### src/rtl/connect4_pkg.sv
// Shared types and constants for the Connect Four engine.
// Build option CONNECT4_DRAW_DETECT_EN adds the DRAW state.
package connect4_pkg;

  localparam int NUM_COLS = 7;
  localparam int NUM_ROWS = 6;

  typedef enum logic [1:0] {
    EMPTY  = 2'd0,
    RED    = 2'd1,
    YELLOW = 2'd2
  } cell_t;

  typedef enum logic [2:0] {
    IDLE,
    PLAY,
    DROP,
    CHECK,
    WIN
`ifdef CONNECT4_DRAW_DETECT_EN
    , DRAW
`endif
  } state_t;

  // Row 0 is the top of the board.
  typedef cell_t [NUM_COLS-1:0] board_row_t;
  typedef board_row_t [NUM_ROWS-1:0] board_t;

  function automatic cell_t piece_of(input logic player);
    return player ? YELLOW : RED;
  endfunction

  function automatic board_t empty_board();
    board_t b;
    for (int r = 0; r < NUM_ROWS; r++) begin
      for (int c = 0; c < NUM_COLS; c++) begin
        b[r][c] = EMPTY;
      end
    end
    return b;
  endfunction

endpackage

### src/rtl/connect4_win_checker.sv
// Combinational four-in-a-line test through the most recently landed cell.
// Scans outward along each of the four line directions and sums the run lengths.
module connect4_win_checker
  import connect4_pkg::*;
(
  input  board_t     board,
  input  logic [2:0] col,
  input  logic [2:0] row,
  input  logic       player,
  output logic       win
);

  function automatic logic is_mine(input board_t b, input int r, input int c, input cell_t p);
    if (r < 0 || r >= NUM_ROWS || c < 0 || c >= NUM_COLS) return 1'b0;
    return b[r[2:0]][c[2:0]] == p;
  endfunction

  function automatic int run_len(input board_t b, input int r, input int c,
                                 input int dr, input int dc, input cell_t p);
    int n;
    n = 0;
    for (int k = 1; k <= 3; k++) begin
      if (n == k - 1 && is_mine(b, r + k * dr, c + k * dc, p)) n = k;
    end
    return n;
  endfunction

  function automatic int span(input board_t b, input int r, input int c,
                              input int dr, input int dc, input cell_t p);
    return 1 + run_len(b, r, c, dr, dc, p) + run_len(b, r, c, -dr, -dc, p);
  endfunction

  cell_t piece;
  int    r0;
  int    c0;

  always_comb begin
    piece = piece_of(player);
    r0    = int'(row);
    c0    = int'(col);
    win   = (span(board, r0, c0, 0, 1, piece) >= 4) ||
            (span(board, r0, c0, 1, 0, piece) >= 4) ||
            (span(board, r0, c0, 1, 1, piece) >= 4) ||
            (span(board, r0, c0, 1, -1, piece) >= 4);
  end

endmodule

### src/rtl/connect4_game.sv
// Connect Four engine: board, cursor, turn, drop animation, win check and score.
// Define CONNECT4_DRAW_DETECT_EN to end a game on a full board with no winner.
module connect4_game #(
  parameter int NUM_COLS   = 7,
  parameter int NUM_ROWS   = 6,
  parameter int DROP_TICKS = 8
) (
  input  logic        clk,
  input  logic        rst,
  input  logic [4:0]  btn_pulse,
  input  logic [15:0] sw,
  output logic [15:0] led,
  output logic [63:0] grid,
  output logic        check_ok,
  output logic [7:0]  score
);
  import connect4_pkg::*;

  state_t            state;
  state_t            state_next;
  board_t            board;
  logic [2:0]        cursor;
  logic [2:0]        land_row;
  logic [2:0]        fall_row;
  logic [2:0]        land_calc;
  logic [7:0]        tick;
  logic              player;
  logic              invalid;
  logic [3:0]        score_red;
  logic [3:0]        score_yel;
  logic              sel;
  logic              left;
  logic              right;
  logic              col_full;
  logic              drop_done;
  logic              win;
  logic [NUM_COLS-1:0] cursor_oh;
  logic              unused_bits;

  assign sel         = btn_pulse[4];
  assign right       = btn_pulse[3];
  assign left        = btn_pulse[2];
  assign unused_bits = ^{sw[15:1], btn_pulse[1:0]};

  assign col_full  = board[0][cursor] != EMPTY;
  assign drop_done = sw[0] || (fall_row == land_row && tick == 8'(DROP_TICKS - 1));
  assign cursor_oh = NUM_COLS'(1) << cursor;

  // Pieces stack from the bottom, so the landing row is the deepest empty cell.
  always_comb begin
    land_calc = '0;
    for (int r = 0; r < NUM_ROWS; r++) begin
      if (board[r[2:0]][cursor] == EMPTY) land_calc = r[2:0];
    end
  end

`ifdef CONNECT4_DRAW_DETECT_EN
  logic board_full;
  always_comb begin
    board_full = 1'b1;
    for (int c = 0; c < NUM_COLS; c++) begin
      if (board[0][c[2:0]] == EMPTY) board_full = 1'b0;
    end
  end
`endif

  connect4_win_checker u_win_checker (
    .board  (board),
    .col    (cursor),
    .row    (land_row),
    .player (player),
    .win    (win)
  );

  always_ff @(posedge clk or posedge rst) begin
    if (rst) state <= IDLE;
    else     state <= state_next;
  end

  always_comb begin
    state_next = state;
    case (state)
      IDLE:  if (sel) state_next = PLAY;
      PLAY:  if (sel && !col_full) state_next = DROP;
      DROP:  if (drop_done) state_next = CHECK;
      CHECK: begin
        if (win) state_next = WIN;
`ifdef CONNECT4_DRAW_DETECT_EN
        else if (board_full) state_next = DRAW;
`endif
        else state_next = PLAY;
      end
      WIN:   if (sel) state_next = IDLE;
`ifdef CONNECT4_DRAW_DETECT_EN
      DRAW:  if (sel) state_next = IDLE;
`endif
      default: state_next = IDLE;
    endcase
  end

  always_ff @(posedge clk or posedge rst) begin
    if (rst) begin
      board     <= empty_board();
      cursor    <= 3'd3;
      land_row  <= '0;
      fall_row  <= '0;
      tick      <= '0;
      player    <= 1'b0;
      invalid   <= 1'b0;
      score_red <= '0;
      score_yel <= '0;
    end else begin
      case (state)
        IDLE: begin
          if (sel) begin
            board   <= empty_board();
            cursor  <= 3'd3;
            player  <= 1'b0;
            invalid <= 1'b0;
          end
        end
        PLAY: begin
          if (sel) begin
            if (col_full) begin
              invalid <= 1'b1;
            end else begin
              invalid  <= 1'b0;
              land_row <= land_calc;
              fall_row <= '0;
              tick     <= '0;
            end
          end else if (left && !right) begin
            if (cursor != 3'd0) cursor <= cursor - 3'd1;
          end else if (right && !left) begin
            if (cursor != 3'(NUM_COLS - 1)) cursor <= cursor + 3'd1;
          end
        end
        DROP: begin
          if (drop_done) begin
            board[land_row][cursor] <= piece_of(player);
          end else if (tick == 8'(DROP_TICKS - 1)) begin
            tick     <= '0;
            fall_row <= fall_row + 3'd1;
          end else begin
            tick <= tick + 8'd1;
          end
        end
        CHECK: begin
          if (win) begin
            if (player) begin
              if (score_yel != 4'hF) score_yel <= score_yel + 4'd1;
            end else begin
              if (score_red != 4'hF) score_red <= score_red + 4'd1;
            end
          end
`ifdef CONNECT4_DRAW_DETECT_EN
          else if (board_full) begin
          end
`endif
          else begin
            player <= ~player;
          end
        end
        default: begin
        end
      endcase
    end
  end

  always_comb begin
    led    = '0;
    led[0] = player;
    led[1] = (state == PLAY) || (state == DROP) || (state == CHECK);
    led[2] = state == WIN;
    led[3] = invalid;
    led[4] = (state == WIN) && player;
`ifdef CONNECT4_DRAW_DETECT_EN
    led[5] = state == DRAW;
`endif
    if (state != IDLE) led[8 +: NUM_COLS] = cursor_oh;

    // Bit index row*8+col is just the concatenation {row, col}.
    grid = '0;
    for (int r = 0; r < NUM_ROWS; r++) begin
      for (int c = 0; c < NUM_COLS; c++) begin
        grid[{r[2:0], c[2:0]}] = board[r[2:0]][c[2:0]] != EMPTY;
      end
    end
    if (state == DROP) grid[{fall_row, cursor}] = 1'b1;
    for (int c = 0; c < NUM_COLS; c++) begin
      grid[{3'd6, c[2:0]}] = board[3'(NUM_ROWS - 1)][c[2:0]] == RED;
      if (state != IDLE) grid[{3'd7, c[2:0]}] = cursor_oh[c[2:0]];
    end
  end

  assign check_ok = state == WIN;
  assign score    = {score_red, score_yel};

endmodule

### config.mk
export PLATFORM = sky130hd
export DESIGN_NAME = connect4_game
export DESIGN_NICKNAME = d
export VERILOG_FILES = /design/src/rtl/connect4_pkg.sv /design/src/rtl/connect4_win_checker.sv /design/src/rtl/connect4_game.sv
export SDC_FILE = /design/constraint.sdc
export NUM_CORES = 1
export LEC_CHECK = 0
export BUFFER_PORTS_ARGS = -buffer_cell sky130_fd_sc_hd__clkbuf_2
export CORE_UTILIZATION = 45
export CTS_CLUSTER_SIZE = 25
export DETAILED_ROUTE_END_ITERATION = 10
export PLACE_DENSITY = 0.59
export SLEW_MARGIN = 30
export SYNTH_ARGS = -nofsm -noshare
export SYNTH_HDL_FRONTEND = slang
export SYNTH_HIERARCHICAL = 1
export SYNTH_SLANG_ARGS = --single-unit
### constraint.sdc
create_clock -name clk -period 6.6 [get_ports clk]
set_input_delay 1.32 -clock clk [delete_from_list [all_inputs] [get_ports clk]]
set_output_delay 1.32 -clock clk [all_outputs]
set_load 0.03 [all_outputs]
# [Yosys cells after proc, flatten, opt, wreduce, memory -nomap -nowiden]
# Cells that the tools add are included.
[totals] ramBits=0 input_bits=23 latch_bits=0 reg_bits=114 word_cells=570 output_inout_bits=89 memories=0 mem_bits_ro=0
[op_classes] n_bitwise=3 n_eq_ne=62 shift=1 n_div=0 mux=224 mul=0 n_lt_le_gt_ge=50 n_addsub=26 reduce_logical=153
[op_table] cell=">= comparator 32 x 4 -> 1 bit (second input constant)" n=16
[op_table] cell="< comparator 32 x 1 -> 1 bit (second input constant)" n=12
[op_table] cell="binary-select mux 14 bit (select 3 bit)" n=7
[op_table] cell="binary-select mux 2 bit (select 3 bit)" n=30
[op_table] cell="2-to-1 mux 84 bit" n=2
[op_table] cell="one-hot mux 84 bit (2 select lines)" n=1
[op_table] cell="adder 32 x 3 -> 32 bit" n=4
[op_table] cell="2-to-1 mux 14 bit" n=8
[op_table] cell="nonzero test 2 bit" n=47
[op_table] cell="2-to-1 mux 1 bit" n=93
[op_table] cell="2-to-1 mux 2 bit" n=46
[op_table] cell="bitwise mux 84 bit" n=1
[op_table] cell="2-to-1 mux 32 bit" n=2
[op_table] cell="2-to-1 mux 64 bit" n=1
[op_table] cell="bitwise OR 47 x 64 -> 64 bit" n=1
[op_table] cell="logical OR 1 bit" n=61
[op_table] cell="2-to-1 mux 3 bit" n=19
[op_table] cell="< comparator 3 x 4 -> 1 bit (second input constant)" n=14
[op_table] cell="equality test 2 bit" n=24
[op_table] cell="demux 14 bit (select 3 bit)" n=1
[op_table] cell="adder 2 x 32 -> 32 bit (first input constant)" n=1
[op_table] cell="equality test 32 x 3 -> 1 bit (second input constant)" n=1
[op_table] cell="2-to-1 mux 8 bit" n=4
[op_table] cell="logical AND 1 bit" n=24
[op_table] cell="42 further kinds" n=99

# [Logic depth before layout (Yosys ltp)]
# Gate-level depths: netlist (run 1).
[depth] word_depth=22 ltp_mapped=26 depth_no_buf=20

# [By module]
# The synthesis (run 1) kept the hierarchy.
[modules_own_cells] module="connect4_win_checker" n_inst=1 area_per_inst_um2=6725.2 cells_each=869 seq_area_each_um2=0.0
[modules_own_cells] module="connect4_game" n_inst=1 area_per_inst_um2=6114.6 cells_each=663 seq_area_each_um2=2855.2

# [Worst setup path after synthesis (run 1)]
# No wires, ideal clock.
[synth_path] path_type="reg2reg" startpoint="register land_row[0]" endpoint="register score_red[1]" path_stages_with_launch=24 setup_time_ns=0.125 n_path_buf=6 path_slack_ns=1.192 arrival_time_ns=5.283 required_time_ns=6.475 period_less_slack_ns=5.408 cell_sequence="dfrtp_1 -> buf_6 -> buf_12 -> buf_4 -> buf_2 -> inv_1 -> ha_1 -> buf_2 -> buf_4 -> mux4_2 -> a21oi_1 -> o21ai_0 -> or4_1 -> nand3b_1 -> o31ai_1 -> nor2b_1 -> ha_1 -> inv_1 -> a311oi_1 -> a311oi_1 -> nand4_1 -> nand3_1 -> a311oi_1 -> mux2_2"
[synth_between] elab_chain_len=21 elab_cells_between_ends=281 classes_between="add/sub (14); order compare (18); eq/ne (40); mux (134); reduce/logical (75)"
[synth_rtl] item="start: declaration" line="connect4_game.sv:23" text="logic [2:0] land_row;"
[synth_rtl] item="start signal: assignment" line="connect4_game.sv:128" text="land_row <= land_calc;"
[synth_rtl] item="branches (longest 19 deep; another with 2-to-1 mux 32 bit)"
[synth_rtl] item="logical OR 1 bit (*)" line="connect4_win_checker.sv:43" text="(span(board, r0, c0, 1, 1, piece) >= 4) ||"
[synth_rtl] item="named net win" line="connect4_game.sv:36" text="logic win;"
[synth_rtl] item="AND reduction 4 bit (no source line) (*)"
[synth_rtl] item="end signal: assignment" line="connect4_game.sv:153" text="if (score_red != 4'hF) score_red <= score_red + 4'd1;"
[synth_rtl] item="end: declaration" line="connect4_game.sv:29" text="logic [3:0] score_red;"
# Mark *: on every way through the listed nets, which the timed path passes. The select of a mux whose other input is x is not followed.
# A chain may end at the register's enable or synchronous reset.

# [Worst setup path in the final report (run 1)]
[layout_path] startpoint="register land_row[1]" endpoint="register score_red[1]"
# The elaborated chain is that of the path after synthesis.

==> reports/summary.txt, run 1 <==
outcome -> complete, no violations
final wirelength -> 50100 um
final total negative setup slack -> 0 ns
num rows -> 61
total placed instance area -> 13300 um2
via count -> 13294
dpl cells -> 1901
wire length of the first global-routing pass -> 75100 um
Max Slew Vio Count -> 0
critical path start-end classification -> reg2reg
die width -> 171 um
worst clock skew -> 0.00761 ns
largest net degree at the start of global routing -> 109
average wire per cell in the routed design -> 25.9 um
PostCTS Resize Cnt -> 0
power consumption -> 5.03 mW
cell chosen for the clock root -> sky130_fd_sc_hd__clkbuf_16
number of global-route vias before repair -> 12102
# Max-Cap Violations -> 0
height of the chip -> 171 um
Port-buffer cells -> 83
Worst VDD drop -> 0.217 mV
layout overhead on the synthesized area -> 8.22%
number of enable flip-flop cells after synthesis -> 0
Clk pwr share -> 0.179
post-CTS setup buffer count -> 0
combined area of all synthesized cells -> 12800 um2
remaining global-route overflow -> 0
Max Buffers Root-to-Sink -> 2
CTS Hold Bufs -> 0
actual transition at the worst max-transition pin -> 0.967 ns
DRC violations left -> 0
starting density of the core -> 0.460
antenna cell count -> 0
most used flip-flop cell after synthesis -> sky130_fd_sc_hd__dfrtp_1
power per cell area -> 362 nW/um2
proportion of power drawn by flip-flops and latches -> 0.165
part of the total power dissipated in combinational logic -> 0.655
GRT Util Overall -> 0.345
internal power component -> 2.36 mW
share of the clock period used by the worst path after layout -> 0.910
number of sinks handled by clock tree synthesis -> 114
number of top-level pins -> 112
switching component of the power -> 2.67 mW
clock latency of the later-clocked register in the worst-skew pair -> 0.42 ns
Hold Violations, Final -> 0
Worst Setup End Kind -> flop
sequential area share after synthesis -> 0.222
1st-iter DRT viols -> 1627
yosys warns -> 6
arrival time worst endpoint -> 6.31 ns
Routability Congestion -> 1.00
post-synthesis register bit count -> 114
1st-pass router iterations -> 7
library cells used by synthesis -> 95
count of antenna-violating nets left after detailed routing -> 0
Synth Area per Inst -> 8.38 um2
critical path launch point type -> flop
Max-slew headroom -> 0.355
Worst Hold Class -> reg2reg
data required time at the worst endpoint -> 6.90 ns
async set-reset flop share out of synthesis -> 1.00
full die area -> 29200 um2
Detail Placement HPWL -> 36700 um
post-layout net count -> 1603
maximum net fanout on the critical path -> 22
switching part of the total power -> 0.531
Final Core Density -> 0.497
final design instance area without fill -> 13900 um2
RSZ-0062 raised after global routing -> no
cell count after synthesis -> 1532
TritonCTS clock tree -> done
ratio of cells with drive above 1 in the final layout -> 0.187
timing-limited maximum frequency -> 167 MHz
clock buffers created by TritonCTS -> 17
total leakage power -> 5.82 nW
count of final setup violators -> 0
depth of the CTS H-tree -> 4
Final min period -> 6.01 ns
number of antenna violations at the first check in global routing -> 0
vias per std cell -> 6.88
clock slew at reported path FFs -> 0.06 ns
core area -> 27900 um2
number of standard cells in the final layout excluding fillers -> 1933
## cell families after synthesis
logic type / synth area share
flip-flops: 0.222
AND/OR/NAND/NOR: 0.193
adder cells (fa/ha/maj): 0.0376
XOR/XNOR: 0.00614
multiplexers: 0.182
other: 0.000292
buffers and inverters: 0.0676
AO/OA/AOI/OAI: 0.291
## cell usage in the layout, fill, tap and decap left out, types with 12 or more instances in the layout
master                      synthesis  final
sky130_fd_sc_hd__nor2_1           183    181
sky130_fd_sc_hd__nor2b_1           16     16
sky130_fd_sc_hd__nand2b_1          18     18
sky130_fd_sc_hd__nor3_1            32     31
sky130_fd_sc_hd__o31ai_1           12     12
sky130_fd_sc_hd__and3_1            15     15
sky130_fd_sc_hd__a21oi_1           66     66
sky130_fd_sc_hd__o22ai_1           22     22
sky130_fd_sc_hd__clkbuf_2           0     83
sky130_fd_sc_hd__mux4_2            51     51
sky130_fd_sc_hd__mux2i_1           45     45
sky130_fd_sc_hd__o211ai_1          12     12
sky130_fd_sc_hd__inv_1             29     28
sky130_fd_sc_hd__a31oi_1           13     13
sky130_fd_sc_hd__a22o_1           104    104
sky130_fd_sc_hd__clkbuf_16          0     17
sky130_fd_sc_hd__buf_4             24     29
sky130_fd_sc_hd__o21ai_0           78     78
sky130_fd_sc_hd__a22oi_1           38     38
sky130_fd_sc_hd__or2_2             12     12
sky130_fd_sc_hd__o21ai_1           52     52
sky130_fd_sc_hd__and2_1            13     13
sky130_fd_sc_hd__nand3_1           44     44
sky130_fd_sc_hd__dfrtp_1          112    110
sky130_fd_sc_hd__nand2_1          121    121
sky130_fd_sc_hd__mux2_2            50     50
sky130_fd_sc_hd__or3_1             17     16
sky130_fd_sc_hd__a211oi_1          17     17
sky130_fd_sc_hd__ha_1              37     36
## sequential cells by signal (all words and copies together), names as in the netlist
| name | count |
|---|---|
| board | 84 |
| cursor | 3 |
| land_row | 3 |
| fall_row | 3 |
| player | 1 |
| invalid | 1 |
| state | 3 |
| tick | 8 |
| score_yel | 4 |
| score_red | 4 |
## worst paths after layout
path | end | slack [ns] | startpoint | cells past startpoint
worst max-delay path | score_red[1] | 0.59 | land_row[1] | 17
worst min register to register | tick[0] | 0.50 | tick[0] | 1
max in group asynchronous | state[2] | 4.37 | rst | 3
worst min-delay path | tick[0] | 0.50 | tick[0] | 1
min in group asynchronous | board[36] | 1.04 | rst | 2
worst max register to register | score_red[1] | 0.59 | land_row[1] | 17
## synthesized netlist by cell type, drive strengths merged, types with 10 or more instances
cell type  instances  share of area
nor3              33          0.014
ha                37          0.036
or2               13         0.0063
o22a              11         0.0075
a21oi             67          0.026
nor2b             16         0.0078
mux2              57          0.051
a22o             104          0.071
a31oi             13         0.0063
nand3             44          0.017
nor2             183          0.053
and3              15         0.0073
clkbuf            61          0.018
o21ai            130          0.051
nand2            121          0.035
or3               17         0.0083
buf               72          0.039
o211ai            12         0.0070
a22oi             40          0.024
dfrtp            112           0.22
mux2i             45          0.035
a32oi             11         0.0075
a311oi            11         0.0075
nor4              10         0.0075
mux4              54          0.096
nand2b            18         0.0088
inv               34         0.0099
and2              13         0.0063
a211oi            18          0.011
o31ai             12         0.0070
o22ai             22          0.011
## cell type report
cell class	count	area, um2
Tap cell	378	473
Fill cell	2792	14000
Timing Repair Buffer	114	673
Multi-Input combinational cell	1257	9170
Inverter	38	145
Clock inverter	10	109
Sequential cell	114	2860
Clock buffer	22	464
## layer usage
metal	wire (um)	vias to the layer above	global-route usage
met2	22500	752	0.541
met1	21300	6521	0.476
met4	2120	0	0.146
met3	4140	120	0.0479
met5	0	-	0
li1	-	5901	-
## worst max-delay path, cell delays in order (launching register included)
cell and delay (ns):
sky130_fd_sc_hd__dfrtp_2 0.52, sky130_fd_sc_hd__inv_1 0.15, sky130_fd_sc_hd__ha_2 0.72, sky130_fd_sc_hd__mux4_2 0.61, sky130_fd_sc_hd__a22o_1 0.26, sky130_fd_sc_hd__a22oi_1 0.16
sky130_fd_sc_hd__o21ai_0 0.17, sky130_fd_sc_hd__or4_1 0.58, sky130_fd_sc_hd__o31ai_1 0.51, sky130_fd_sc_hd__nor2b_1 0.21, sky130_fd_sc_hd__ha_1 0.15, sky130_fd_sc_hd__inv_1 0.04
sky130_fd_sc_hd__a311oi_1 0.23, sky130_fd_sc_hd__a311oi_1 0.08, sky130_fd_sc_hd__nand4_1 0.33, sky130_fd_sc_hd__nand3_1 0.22, sky130_fd_sc_hd__a311oi_1 0.56, sky130_fd_sc_hd__mux2_2 0.40
## power groups by stage
| stage | Clock (mW) | Combinational, mW | Sequential (mW) |
|---|---|---|---|
| after global placement | 0 | 3.18 | 0.841 |
| after floorplan | 0 | 2.43 | 0.810 |
| after global routing | 0.933 | 3.52 | 0.841 |
| after detailed placement | 0 | 3.20 | 0.842 |
| after CTS | 0.906 | 3.21 | 0.831 |
| final | 0.901 | 3.30 | 0.831 |
## per-stage QoR
step                worst slack [ns]  hold slack (ns)
floorplan                       1.19            0.467
global placement               0.678            0.487
detailed placement             0.683            0.492
CTS                            0.674            0.504
global route                   0.230            0.523
finish                         0.594            0.501
Power figures use the tool's default switching activity.
==> run 2: changes to the inputs <==
Settings changed: CORE_UTILIZATION 45 to 62, PLACE_DENSITY 0.59 to 0.78, SETUP_SLACK_MARGIN set to 0.02.
==> run 2 against run 1 <==
Via count up 3.8%. Combinational power hardly changed. Register-to-register slack better by 0.03 ns. Non-clock buffer count fell by 2. Largest cell class unchanged. Clock power shrank 2.8%. Clock skew rose by 0.0041 ns. Design area fell by 1.1%. Worst setup slack gained 0.034 ns. Fmax up 0.57%. Critical path type unchanged. Global-route usage is 10 points higher.
==> reports/summary.txt, run 2 (same netlist as run 1, synthesis figures left out) <==
outcome -> complete, no violations
die width -> 146 um (-15%)
RSZ-0062 raised after global routing -> no
critical path launch point type -> flop
vias per std cell -> 7.57 (+10%)
footprint of the multi-input gates -> 9170 um2 (about the same)
Port-buffer cells -> 83 (unchanged)
dpl ws -> 0.805 ns (+0.122 ns)
Worst VDD drop -> 0.245 mV (+13%)
internal power component -> 2.33 mW (-1.4%)
full die area -> 21300 um2 (-27%)
average wire per cell in the routed design -> 26.4 um (+1.8%)
timing-limited maximum frequency -> 167 MHz (+0.57%)
final total negative setup slack -> 0 ns (unchanged)
core area -> 20300 um2 (-27%)
critical path start-end classification -> reg2reg
antenna cell count -> 0 (unchanged)
via count -> 13796 (+3.8%)
wire length of the first global-routing pass -> 73800 um (-1.8%)
Max Buffers Root-to-Sink -> 2 (unchanged)
power per cell area -> 366 nW/um2 (+1.1%)
1st-iter DRT viols -> 1976 (+21%)
# Max-Cap Violations -> 0 (unchanged)
1st-pass router iterations -> 7 (unchanged)
switching component of the power -> 2.70 mW (+1.2%)
largest net degree at the start of global routing -> 115 (+5.5%)
Clk pwr share -> 0.174 (-0.005)
remaining global-route overflow -> 0 (unchanged)
share of the clock period used by the worst path after layout -> 0.905 (-0.00515)
Routability Congestion -> 1.03 (+2.7%)
TritonCTS clock tree -> done
cell chosen for the clock root -> sky130_fd_sc_hd__clkbuf_16
smallest hold slack -> 0.500 ns (-0.000343 ns)
arrival time worst endpoint -> 6.27 ns (-0.04 ns)
GRT Util Overall -> 0.449 (+0.104)
starting density of the core -> 0.633 (+0.173)
number of standard cells in the final layout excluding fillers -> 1823 (-5.7%)
num rows -> 52 (-15%)
Max Slew Vio Count -> 0 (unchanged)
number of global-route vias before repair -> 12623 (+4.3%)
actual transition at the worst max-transition pin -> 0.896 ns (-0.0712 ns)
clock latency of the later-clocked register in the worst-skew pair -> 0.42 ns (about the same)
Detail Placement HPWL -> 34800 um (-5.4%)
data required time at the worst endpoint -> 6.90 ns (about the same)
largest register by flop count -> board
Hold Violations, Final -> 0 (unchanged)
Final Core Density -> 0.677 (+0.180)
final setup margin -> 0.628 ns (+0.0340 ns)
DRC violations left -> 0 (unchanged)
clock buffers created by TritonCTS -> 17 (unchanged)
CTS Hold Bufs -> 0 (unchanged)
height of the chip -> 146 um (-15%)
count of final setup violators -> 0 (unchanged)
layout overhead on the synthesized area -> 7.04%
depth of the CTS H-tree -> 4 (unchanged)
switching part of the total power -> 0.537 (+0.00641)
dpl cells -> 1791 (-5.8%)
Worst Hold Class -> reg2reg
Final min period -> 5.97 ns (-0.0340 ns)
post-layout net count -> 1601 (-0.12%)
part of the total power dissipated in combinational logic -> 0.661 (+0.006)
number of sinks handled by clock tree synthesis -> 114 (unchanged)
worst clock skew -> 0.0117 ns (+0.00407 ns)
Worst Setup End Kind -> flop
maximum net fanout on the critical path -> 56 (+150%)
count of antenna-violating nets left after detailed routing -> 0 (unchanged)
post-CTS setup buffer count -> 0 (unchanged)
ratio of cells with drive above 1 in the final layout -> 0.188 (+0.000885)
final wirelength -> 48100 um (-3.9%)
number of flip-flops in the largest register -> 84 (unchanged)
clock slew at reported path FFs -> 0.06 ns (about the same)
most frequent cells in the layout -> sky130_fd_sc_hd__nor2_1 (181), sky130_fd_sc_hd__nand2_1 (121), sky130_fd_sc_hd__dfrtp_1 (110)
PostCTS Resize Cnt -> 0 (unchanged)
Max-slew headroom -> 0.402 (+0.0462)
number of antenna violations at the first check in global routing -> 0 (unchanged)
number of fill cells -> 1648 (-41%)
total leakage power -> 5.80 nW (-0.38%)
proportion of power drawn by flip-flops and latches -> 0.165 (about the same)
number of top-level pins -> 112 (unchanged)
largest registers -> board: 84 flops, tick: 8 flops
commonest non-fill, non-tap cell in the layout -> sky130_fd_sc_hd__nor2_1
combined flip-flop and latch cell area -> 2860 um2 (unchanged)
[run 2: changes by cell type in the layout (fill, tap and decap cells not counted), sizes merged]
cell | previous run | this run
buf | 31 | 29
inv | 34 | 35
clkbuf | 105 | 103
bufinv | 2 | 1
clkinvlp | 2 | 5
clkinv | 10 | 9
[run 2: layout make-up]
cell class                 instances  area share
tap                              270      0.0246
timing repair buffer             112      0.0479
sequential                       114       0.208
inverter                          38      0.0106
clock buffer                      20      0.0332
multi-input combinational       1257       0.667
clock inverter                    12     0.00792
[run 2: final timing paths]
check	start	endpoint	slack, ns	depth (start not counted)
hold / removal	tick[1]	tick[1]	0.50	2
setup reg to reg	land_row[1]	score_red[1]	0.63	20
hold reg to reg	tick[1]	tick[1]	0.50	2
min in group asynchronous	rst	board[8]	1.05	2
max in group asynchronous	rst	land_row[0]	4.35	3
setup / recovery	land_row[1]	score_red[1]	0.63	20
[run 2: metrics by stage]
| stage | total power, mW | instance area [um2] |
|---|---|---|
| 6_report | 5.03 | 13700 |
| 5_1_grt | 5.25 | 13700 |
| 4_1_cts | 4.90 | 13700 |
| 3_5_place_dp | 4.02 | 13200 |
| 3_3_place_gp | 3.98 | 13200 |
| 2_1_floorplan | 3.24 | 12900 |
[run 2: power by group through the flow]
stage	clock (mW)	combinational (mW)	sequential (mW)
global route	0.906	3.51	0.833
detailed placement	0	3.18	0.834
CTS	0.871	3.20	0.823
finish	0.876	3.32	0.829
global placement	0	3.14	0.833
floorplan	0	2.43	0.810
[run 2: worst max-delay path: stages, from the launching register on]
cell and delay (ns):
sky130_fd_sc_hd__dfrtp_2 0.36, sky130_fd_sc_hd__buf_4 0.56, sky130_fd_sc_hd__ha_1 0.26, sky130_fd_sc_hd__inv_1 0.04, sky130_fd_sc_hd__ha_1 0.58, sky130_fd_sc_hd__inv_1 0.18
sky130_fd_sc_hd__buf_4 0.24, sky130_fd_sc_hd__a22oi_1 0.24, sky130_fd_sc_hd__nand2_1 0.07, sky130_fd_sc_hd__and3_1 0.22, sky130_fd_sc_hd__or4_1 0.43, sky130_fd_sc_hd__o31ai_1 0.50
sky130_fd_sc_hd__nor2b_1 0.22, sky130_fd_sc_hd__ha_1 0.15, sky130_fd_sc_hd__inv_1 0.04, sky130_fd_sc_hd__a311oi_1 0.20, sky130_fd_sc_hd__a311oi_1 0.08, sky130_fd_sc_hd__nand4_1 0.30
sky130_fd_sc_hd__nand3_1 0.21, sky130_fd_sc_hd__a311oi_1 0.55, sky130_fd_sc_hd__mux2_2 0.40
[run 2: metal layers]
metal,track usage,vias to the layer above,part of all wire
li1,-,5913,-
met1,0.590,6523,0.37
met2,0.700,1130,0.45
met3,0.0730,230,0.11
met4,0.267,0,0.068
met5,0,-,0
